==> src/rtl/uart_bps_gen.sv <==
// Baud-tick generator for one UART TX or RX path: bit-period tick (start or
// mid-bit phase), OSR oversample ticks per bit and a divisor sanity flag.
module uart_bps_gen #(
  parameter int unsigned CLK_HZ = 50000000,
  parameter int unsigned DIV_W  = 16,
  parameter int unsigned OSR    = 16
) (
  input  logic             CLK,
  input  logic             RST,
  input  logic             Count_Sig,
  input  logic [2:0]       BAUD_SEL,
  input  logic [DIV_W-1:0] DIV_CUSTOM,
  input  logic             PHASE_MID,
  output logic             BPS_CLK,
  output logic             OS_CLK,
  output logic             Cfg_Err
);

  function automatic logic [DIV_W-1:0] baud_div(input int unsigned baud);
    return DIV_W'((CLK_HZ + baud / 2) / baud);
  endfunction

  localparam logic [DIV_W-1:0] DIV_0 = baud_div(9600);
  localparam logic [DIV_W-1:0] DIV_1 = baud_div(19200);
  localparam logic [DIV_W-1:0] DIV_2 = baud_div(38400);
  localparam logic [DIV_W-1:0] DIV_3 = baud_div(57600);
  localparam logic [DIV_W-1:0] DIV_4 = baud_div(115200);
  localparam logic [DIV_W-1:0] DIV_5 = baud_div(230400);

  localparam int unsigned      OSI_W   = $clog2(OSR + 1);
  localparam logic [OSI_W-1:0] OS_MAX  = OSI_W'(OSR);
  localparam logic [DIV_W-1:0] OSR_DIV = DIV_W'(OSR);
  localparam logic [DIV_W-1:0] ERR_LIM = DIV_W'(2 * OSR);
  localparam logic [DIV_W-1:0] DIV_MIN = DIV_W'(2);

  logic [DIV_W-1:0] sel_div;
  logic [DIV_W-1:0] div_q;
  logic [DIV_W-1:0] os_raw;
  logic [DIV_W-1:0] os_div;
  logic [DIV_W-1:0] target;
  logic [DIV_W-1:0] cnt;
  logic [DIV_W-1:0] os_cnt;
  logic [OSI_W-1:0] os_idx;
  logic             bit_wrap;
  logic             os_wrap;

  always_comb begin
    sel_div = DIV_0;
    unique case (BAUD_SEL)
      3'd0:    sel_div = DIV_0;
      3'd1:    sel_div = DIV_1;
      3'd2:    sel_div = DIV_2;
      3'd3:    sel_div = DIV_3;
      3'd4:    sel_div = DIV_4;
      3'd5:    sel_div = DIV_5;
      default: sel_div = (DIV_CUSTOM < DIV_MIN) ? DIV_MIN : DIV_CUSTOM;
    endcase
  end

  always_comb begin
    os_raw   = div_q / OSR_DIV;
    os_div   = (os_raw == '0) ? DIV_W'(1) : os_raw;
    target   = PHASE_MID ? (div_q >> 1) : '0;
    bit_wrap = Count_Sig && (cnt == div_q - DIV_W'(1));
    os_wrap  = (os_cnt == os_div - DIV_W'(1));
  end

  // div_q only reloads while idle or at a bit boundary, so a rate change
  // never shortens or stretches the period in flight.
  always_ff @(posedge CLK) begin
    if (RST) begin
      div_q   <= DIV_0;
      cnt     <= '0;
      os_cnt  <= '0;
      os_idx  <= '0;
      BPS_CLK <= 1'b0;
      OS_CLK  <= 1'b0;
      Cfg_Err <= 1'b0;
    end else begin
      if (!Count_Sig || bit_wrap) begin
        div_q  <= sel_div;
        cnt    <= '0;
        os_cnt <= '0;
        os_idx <= '0;
      end else begin
        cnt    <= cnt + DIV_W'(1);
        os_cnt <= os_wrap ? '0 : os_cnt + DIV_W'(1);
        if (os_wrap && (os_idx != OS_MAX))
          os_idx <= os_idx + OSI_W'(1);
      end
      BPS_CLK <= Count_Sig && (cnt == target);
      OS_CLK  <= Count_Sig && (os_cnt == '0) && (os_idx < OS_MAX);
      Cfg_Err <= (div_q < ERR_LIM);
    end
  end

endmodule
==> config.mk <==
export PLATFORM = sky130hd
export DESIGN_NAME = uart_bps_gen
export DESIGN_NICKNAME = d
export VERILOG_FILES = /design/src/rtl/uart_bps_gen.sv
export SDC_FILE = /design/constraint.sdc
export NUM_CORES = 1
export LEC_CHECK = 0
export ABC_AREA = 1
export BUFFER_PORTS_ARGS = -buffer_cell sky130_fd_sc_hd__buf_2
export CAP_MARGIN = 20
export CORE_MARGIN = 2
export CORE_UTILIZATION = 45
export DETAILED_ROUTE_END_ITERATION = 8
export PLACE_DENSITY = 0.63
export SYNTH_ARGS = -nofsm -noshare
export SYNTH_HDL_FRONTEND = slang
export SYNTH_SLANG_ARGS = --single-unit
==> constraint.sdc <==
create_clock -name CLK -period 3.7 [get_ports CLK]
set_input_delay 0.185 -clock CLK [delete_from_list [all_inputs] [get_ports CLK]]
set_output_delay 0.185 -clock CLK [all_outputs]
set_load 0.02 [all_outputs]
# Word-level counts from Yosys, hierarchy flattened
# Index checks and enable logic that the tools add are counted.
dict set report totals {
  regBits 56
  input_bits 23
  wordCells 40
  output_inout_bits 3
}
dict set report op_classes {
  n_eq_ne 9
  n_lt_le_gt_ge 3
  muxes 4
  addsub 5
  reduce_logical 12
}
# cell count
set op_table {}
lappend op_table {{$pmux W16 S6} 1}
lappend op_table {{$add A16 B1 Y16 const B} 2}
lappend op_table {{$eq A16 B16 Y1} 2}
lappend op_table {{$logic_not A16 Y1} 2}
lappend op_table {{$eq A16 B15 Y1} 1}
lappend op_table {{$lt A16 B2 Y1 const B} 1}
lappend op_table {{$lt A16 B6 Y1 const B} 1}
lappend op_table {{$mux W16} 1}
lappend op_table {{$sub A16 B1 Y16 const B} 1}
lappend op_table {{$mux W15} 1}
lappend op_table {{$sub A12 B1 Y13 const B} 1}
lappend op_table {{$mux W12} 1}
lappend op_table {{$eq A3 B2 Y1 const B} 2}
lappend op_table {{$eq A3 B3 Y1 const B} 2}
lappend op_table {{$add A5 B1 Y5 const B} 1}
lappend op_table {{$logic_and A1 B1 Y1} 5}
lappend op_table {{$lt A5 B5 Y1 const B} 1}
lappend op_table {{$ne A5 B5 Y1 const B} 1}
lappend op_table {{$eq A3 B1 Y1 const B} 1}
lappend op_table {{$logic_not A3 Y1} 1}
lappend op_table {{$reduce_or A3 Y1} 1}
lappend op_table {{$reduce_or A2 Y1} 1}
lappend op_table {{$logic_not A1 Y1} 1}
lappend op_table {{$logic_or A1 B1 Y1} 1}

# Depth between registers and ports, before layout
# Gate-level depths: netlist of run 1.
dict set report logic_depth {
  depth_word 5
  ltp_mapped 19
  mapped_depth_nobuf 18
}

# Least setup slack after synthesis of run 1
# OpenSTA, ideal clock, no wires.
dict set report synth_timing {
  path_type {reg-to-reg}
  startpoint {register div_q[9]}
  endpoint {register os_cnt[10]}
  path_stages_with_launch 16
  path_buffers 2
  period_less_slack_ns 2.336
  slack_ns 1.364
  arrival_time_ns 2.218
  setup_ns 0.118
  t_required_ns 3.582
  cell_sequence {dfxtp_1 buf_2 nor2_4 nand2_2 nor2_4 a21oi_4 ha_1 nand2_2 nor2_2 xor2_1 xor2_1 and3_1 nand2_1 nor2_4 buf_4 nor3_1}
}
dict set report synth_via {
  elab_chain_cells 5
  word_cells_on_any_way 9
  cone_classes {add/sub (2); eq/ne (2); mux (1); reduce/logical (4)}
}
# item line_no
set synth_rtl {}
lappend synth_rtl {{from (decl)} 37} ;# logic [DIV_W-1:0] div_q;
lappend synth_rtl {{from (signal assigned)} 81} ;# div_q <= sel_div;
lappend synth_rtl {{$logic_not A16 Y1 / $sub A16 B1 Y16 (equally long branches)} {62, 64}}
lappend synth_rtl {{$mux W12 / $eq A16 B16 Y1 (equally long branches)} {62, 64}}
lappend synth_rtl {{$sub A12 B1 Y13 / $logic_and A1 B1 Y1 (equally long branches)} {65, 64}}
lappend synth_rtl {{$eq A16 B16 Y1 / $logic_or A1 B1 Y1 (equally long branches)} {65, 80}}
lappend synth_rtl {{$reduce_or A3 Y1 (no source line) (*)} -}
lappend synth_rtl {{to (signal assigned)} 87} ;# os_cnt <= os_wrap ? '0 : os_cnt + DIV_W'(1);
lappend synth_rtl {{to (decl)} 42} ;# logic [DIV_W-1:0] os_cnt;
# Mark *: on every way between the ends. The rest lies on a longest branch, timed or not.
# A chain may end at the register's enable or synchronous reset.

# Final worst setup path of run 1
dict set report layout_timing {
  startpoint {register div_q[8]}
  endpoint {register os_idx[0]}
}
dict set report layout_via {
  elab_chain_cells 5
  word_cells_on_any_way 10
  cone_classes {add/sub (2); eq/ne (2); mux (1); reduce/logical (5)}
}
# item line_no
set layout_rtl {}
lappend layout_rtl {{$logic_not A16 Y1 / $sub A16 B1 Y16 (equally long branches)} {62, 64}}
lappend layout_rtl {{$mux W12 / $eq A16 B16 Y1 (equally long branches)} {62, 64}}
lappend layout_rtl {{$sub A12 B1 Y13 / $logic_and A1 B1 Y1 (equally long branches)} {65, 64}}
lappend layout_rtl {{$eq A16 B16 Y1 / $logic_or A1 B1 Y1 (equally long branches)} {65, 80}}
lappend layout_rtl {{$logic_and A1 B1 Y1 / $reduce_or A2 Y1 (equally long branches)} -}
lappend layout_rtl {{to (signal assigned)} 89} ;# os_idx <= os_idx + OSI_W'(1);
lappend layout_rtl {{to (decl)} 43} ;# logic [OSI_W-1:0] os_idx;
# Parallel ways exist; a longest one is shown, timed or not.

==> results of run 1 <==
per-stage QoR:
stage	power, uW	hold slack, ns
after global placement	859.9	0.4390
after detailed placement	860.1	0.4462
after CTS	1261	0.1199
after global routing	1323	0.1265
final	1252	0.1133
after floorplan	805.0	0.2541
worst register-to-register path, cell delays in order (launching register included):
cell	delay, ns
dfxtp_1	0.58
nor2_4	0.08
nand2_2	0.17
nor2_4	0.07
a21oi_4	0.20
ha_1	0.24
nand2_2	0.12
nor2_2	0.14
xor2_1	0.22
xor2_1	0.19
and3_1	0.18
nand2_1	0.08
nor2_4	0.33
nand3_1	0.12
a21oi_1	0.16
power by group through the flow:
stage,clock [uW],sequential (uW),combinational [uW]
global placement,0,654,206
detailed placement,0,655,205
finish,403,642,207
floorplan,0,643,162
global route,442,645,236
CTS,413,641,206
cells in the mapped netlist, types with 6 or more instances:
master / instances
a21oi_1: 15
clkbuf_1: 7
dfxtp_1: 56
ha_1: 7
inv_1: 59
nand2_1: 111
nand3_1: 35
nand4_1: 23
nor2_1: 65
nor2_2: 9
nor2_4: 9
nor3_1: 18
nor3b_1: 6
nor4_1: 7
o21ai_0: 17
xnor2_1: 13
xor2_1: 52
sequential cells by signal (all words and copies together) (netlist names):
register  cells
OS_CLK        1
BPS_CLK       1
Cfg_Err       1
os_cnt       16
div_q        16
os_idx        5
cnt          16
final cells by class:
cell class | count | area [um^2]
Tap cell | 105 | 131.4
Multi-Input combinational cell | 426 | 2445
Sequential cell | 56 | 1121
Clock inverter | 2 | 35.03
Inverter | 61 | 229.0
Fill cell | 863 | 4118
Timing Repair Buffer | 28 | 147.6
Clock buffer | 6 | 72.57
logic make-up (layout without fill, tap and decap cells):
logic type	Yosys count	count (layout)	synth area share, %
flops	56	56	28.75
buf+inv	79	97	8.566
compound gates	53	53	8.277
xor+xnor	65	65	14.60
fa+ha+maj	7	7	2.246
simple gates	301	301	37.57
worst max-delay path by stage:
stage	end	from	depth (start not counted)	slack, ns
5_1_grt	os_idx[0]	div_q[8]	17	0.42
3_3_place_gp	os_idx[0]	div_q[8]	16	0.90
3_5_place_dp	os_idx[0]	div_q[8]	16	0.82
4_1_cts	os_idx[0]	div_q[8]	14	0.79
6_report	os_idx[0]	div_q[8]	14	0.76
2_1_floorplan	os_cnt[10]	div_q[9]	15	1.36
per-layer routing:
layer	track usage, %	vias up	wire [um]
li1	-	1864	-
met1	30.54	1633	4893
met2	33.60	58	4210
met3	3.237	13	320
met4	6.176	0	135
met5	0	-	0
==> results.ini, run 1 <==
[setup_path]
worstReg2RegEnd=os_idx[0]
worst_r2r_path_depth=14
critPathMaxFanout=17
arrival_ns=3.18
path_cells=nor2_4 -> nand2_2 -> nor2_4 -> a21oi_4 -> ha_1 -> nand2_2 -> nor2_2 -> xor2_1 -> xor2_1 -> and3_1 -> nand2_1 -> nor2_4 -> nand3_1 -> a21oi_1
cp-end-kind=register
critPathBufInv=0
reg2reg_slack_ns=0.76
crit_top_cell=nor2_4
critPathTopFamily=simple AND/OR/NAND/NOR gates
r2r-start=div_q[8]
startpoint_type=register
crit_type=register to register
critPathMaxStageDelay_ns=0.58
crit_slowest_cell=dfxtp_1
critPathRequiredTime_ns=3.95

[sta]
setup_ws_ns=0.7618
rsz0062_at_grt=no
setup_viol_count_final=0
clock-skew-final_ns=0.008123
fmax_mhz=340.3
fin_setup_tns_ns=0
fin_crit_sh_pct=79.41
slew_headroom_pct=68.96
hold_viol_final=0
final_max_slew_viol_count=0
worst_pin_slew_ns=0.4650
period_needed_ns=2.938

[place]
placed_area_um2=4074
dp_hpwl_mm=7.476
place_inst=676
post-place-ws_ns=0.8225
globalplace.congestion=0.9505
io_buffers=25

[flow_run]
maxCapViolations=0

[route]
via_per_inst=5.216
postRouteAntennaNets=0
drtIter0Drc=191
drtPass1Iterations=4
drc=0
wl_per_cell_um=13.98
drt-total-wl_mm=9.560
vias=3568

[finish]
fin_cells=684
design_area_um2=4182
area_growth_pct=7.218
layout_common_cells=nand2_1, nor2_1, inv_1
drive_above_1_share_pct=11.92
fin_nets=608
layout_commonest_cell=nand2_1
final_core_util_pct=50.38
antenna_cells=0

[synth]
synth_edf_count=0
synth-seq-area-share_pct=28.75
ys_warn_count=0
synth_area_leaders=dfxtp_1, xor2_1, nand2_1
async_reset_ff_share_pct=0
syn_inst=561
syn_area_um2=3900
synth_area_leader_cell=dfxtp_1
synth_area_per_cell_um2=6.952
synth_top_area_share_pct=28.75
synth_cell_type_count=44
synth_seq_cells=56
synth_top_flop_cell=dfxtp_1
syn_nets=591

[power_and_ir_drop]
ir_drop_mv=0.1719
power.density_nw_per_um2=299.3
p_leak_uw=0.001698
power_switching_uw=358.9
p_int_uw=892.7
switching_share_pct=28.68
clockPowerShare_pct=32.2
p_seq_share_pct=51.3
power_frac_comb_pct=16.5

[worst_hold_path]
min_from=DIV_CUSTOM[15]
min_path_type=primary input to register
holdPathStages=3
hold_end=div_q[15]

[floorplan]
die_y_um=97.10
fp.dieArea_um2=9427
rows=33
fp.coreArea_um2=8299
die_w_um=97.10
io_pins=26
start_util_pct=46.99

[clocking]
cts_tree=done
h-tree-depth=2
cts_sinks=56
cts_buffers=5
clk_path_buf_depth=2
cts_setup_buffers=0
postCtsResizedCells=0
clock_latency_ns=0.31
clkTransAtPathRegs_ns=0.10
ctsRootBufferMaster=clkbuf_8
cts_hold_buf=0

[grt]
grt_max_degree=23
grt_pass1_vias=3500
grt_use_total_pct=21.42
overflow=0
grt_pass1_wl_mm=16.79
antenna_found_initial=0

[outcome]
status=finished, final reports clean

Note: power is estimated with default switching activity, not from simulation.
==> inputs of run 2 (changes only) <==
==> constraint.sdc (replaced) <==
create_clock -name CLK -period 2.8 [get_ports CLK]
set_input_delay 0.14 -clock CLK [delete_from_list [all_inputs] [get_ports CLK]]
set_output_delay 0.14 -clock CLK [all_outputs]
set_load 0.02 [all_outputs]
==> run 2 against run 1 <==
Routed wire length up 1.7%. Count of clock-buffer cells in the layout is the same. Critical endpoint is now os_cnt[10]. Clock skew decreased by 0.0013 ns. Sequential cell count unchanged. Largest cell class unchanged.
==> results.ini, run 2 (synthesis gave the netlist of run 1 again) <==
[route]
drtIter0Drc=151  ; was 191
postRouteAntennaNets=0  ; unchanged
vias=3684  ; was 3568
drt-total-wl_mm=9.725  ; was 9.560 mm
drtPass1Iterations=4  ; unchanged
drc=0  ; unchanged
wl_per_cell_um=13.99  ; was 13.98 um
via_per_inst=5.301  ; was 5.216

[power_and_ir_drop]
power.density_nw_per_um2=390.7  ; was 299.3 nW/um^2
power_switching_uw=485.7  ; was 358.9 uW
power_frac_comb_pct=18.3  ; was 16.5%
ir_drop_mv=0.1912  ; was 0.1719 mV
p_int_uw=1194  ; was 892.7 uW
clockPowerShare_pct=32.0  ; was 32.2%
p_leak_uw=0.001759  ; was 0.001698 uW
finalPower_uw=1679  ; was 1252 uW
p_seq_share_pct=49.7  ; was 51.3%
switching_share_pct=28.92  ; was 28.68%

[clocking]
clk_path_buf_depth=2  ; unchanged
ctsRootBufferMaster=clkbuf_8  ; unchanged
clock_latency_ns=0.31  ; about the same
cts_sinks=56  ; unchanged
cts_buffers=5  ; unchanged
cts_hold_buf=0  ; unchanged
cts_tree=done  ; unchanged
h-tree-depth=2  ; unchanged
clkTransAtPathRegs_ns=0.10  ; about the same

[sta]
worst_pin_slew_ns=0.3268  ; was 0.4650 ns
holdWs_ns=0.09281  ; was 0.1133 ns
final_max_slew_viol_count=0  ; unchanged
fmax_mhz=389.8  ; was 340.3 MHz
setup_viol_count_final=0  ; unchanged
slew_headroom_pct=78.01  ; was 68.96%
fin_crit_sh_pct=91.63  ; was 79.41%
clock-skew-final_ns=0.006781  ; was 0.008123 ns
hold_viol_final=0  ; unchanged
period_needed_ns=2.566  ; was 2.938 ns

[outcome]
status=finished, final reports clean  ; unchanged

[finish]
fin_nets=619  ; was 608
antenna_cells=0  ; unchanged
layout_commonest_cell=nand2_1  ; unchanged
biggestRegsByFlops=cnt: 16 flops, div_q: 16 flops, os_cnt: 16 flops  ; unchanged
area_growth_pct=10.20  ; was 7.218%
fillers=867  ; was 863
drive_above_1_share_pct=14.24  ; was 11.92%
fin_cells=695  ; was 684
layout_common_cells=nand2_1, nor2_1, inv_1  ; unchanged

[setup_path]
cp-end-kind=register  ; unchanged
crit_type=register to register  ; unchanged
arrival_ns=2.78  ; was 3.18 ns
r2r-start=div_q[4]  ; was div_q[8]
critPathMaxFanout=11  ; was 17
worst_r2r_path_depth=16  ; was 14
startpoint_type=register  ; unchanged
reg2reg_slack_ns=0.23  ; was 0.76 ns
critPathRequiredTime_ns=3.01  ; was 3.95 ns
worstReg2RegEnd=os_cnt[10]  ; was os_idx[0]

[grt]
overflow=0  ; unchanged
grt_pass1_wl_mm=17.00  ; was 16.79 mm
grt_max_degree=38  ; was 23
antenna_found_initial=0  ; unchanged
grt_pass1_vias=3588  ; was 3500
grt_use_total_pct=21.76  ; was 21.42%

[floorplan]
io_pins=26  ; unchanged
fp.dieArea_um2=9427  ; unchanged
die_w_um=97.10  ; unchanged
fp.coreArea_um2=8299  ; unchanged
die_y_um=97.10  ; unchanged
rows=33  ; unchanged
start_util_pct=46.99  ; unchanged

[place]
dp_hpwl_mm=7.633  ; was 7.476 mm
io_buffers=25  ; unchanged
place_inst=685  ; was 676
globalplace.congestion=0.9166  ; was 0.9505

[worst_hold_path]
min_path_type=primary input to register  ; unchanged
hold_end=div_q[9]  ; was div_q[15]
min_from=RST  ; was DIV_CUSTOM[15]
holdPathStages=2  ; was 3

[flow_run]
maxCapViolations=0  ; unchanged

==> run 2: power groups by stage <==
stage,Clock (uW),Sequential (uW),Combinational [uW]
floorplan,0,850,214
global placement,0,851,298
detailed placement,0,853,300
CTS,554,834,302
global route,590,838,344
finish,537,835,307
==> run 2: worst max-delay path: stages, from the launching register on <==
cell and delay [ns]:
dfxtp_2 0.44, nor2_2 0.08, nand2_1 0.11, nor2_4 0.05
a21oi_4 0.22, ha_2 0.23, nand2_2 0.10, nor2_4 0.14
xor2_1 0.20, nand3_1 0.11, nor2_1 0.12, nand2_1 0.05
nor2_1 0.08, nand2_1 0.09, nor2_4 0.20, buf_6 0.17
nor3_1 0.06
==> run 2: layout make-up <==
cell class	count	area (um^2)	area share, %
Clock buffer	6	72.57	1.689
Clock inverter	2	35.03	0.8151
Inverter	61	229.0	5.328
Multi-Input combinational cell	426	2459	57.21
Sequential cell	56	1125	26.17
Tap cell	105	131.4	3.057
Timing Repair Buffer	39	246.5	5.735
==> run 2: how the worst max path moves through the flow <==
stage	cells after the start	endpoint	slack (ns)	start
after floorplan	15	os_cnt[10]	0.46	div_q[9]
after global placement	16	os_cnt[8]	0.24	div_q[12]
after detailed placement	16	os_cnt[10]	0.13	div_q[4]
after CTS	16	os_cnt[10]	0.12	div_q[4]
after global routing	17	os_idx[0]	-0.009	div_q[9]
final	16	os_cnt[10]	0.23	div_q[4]
==> run 2: what timing repair did <==
| item | in CTS | in global routing |
|---|---|---|
| buffers inserted | 0 | 2 |
| gates resized for setup | 0 | 7 |
| setup endpoints to repair | 0 | 16 |
==> run 2: per-layer routing <==
layer	routed length [um]	global-route usage, %	part of all wire (%)
met5	0	0	0
met4	231	7.584	2.4
met3	407	3.237	4.2
met2	4415	34.40	45
met1	4671	30.31	48
==> run 2: metrics by stage <==
step	cell area [um^2]	setup TNS, ns	worst slack [ns]	utilization [%]
after floorplan	3900	0	0.4644	-
after CTS	4262	0	0.1162	51.35
final	4298	0	0.2343	51.79
after global placement	4154	0	0.2398	50.05
after global routing	4298	-0.009196	-0.009196	51.79
after detailed placement	4154	0	0.1344	50.05
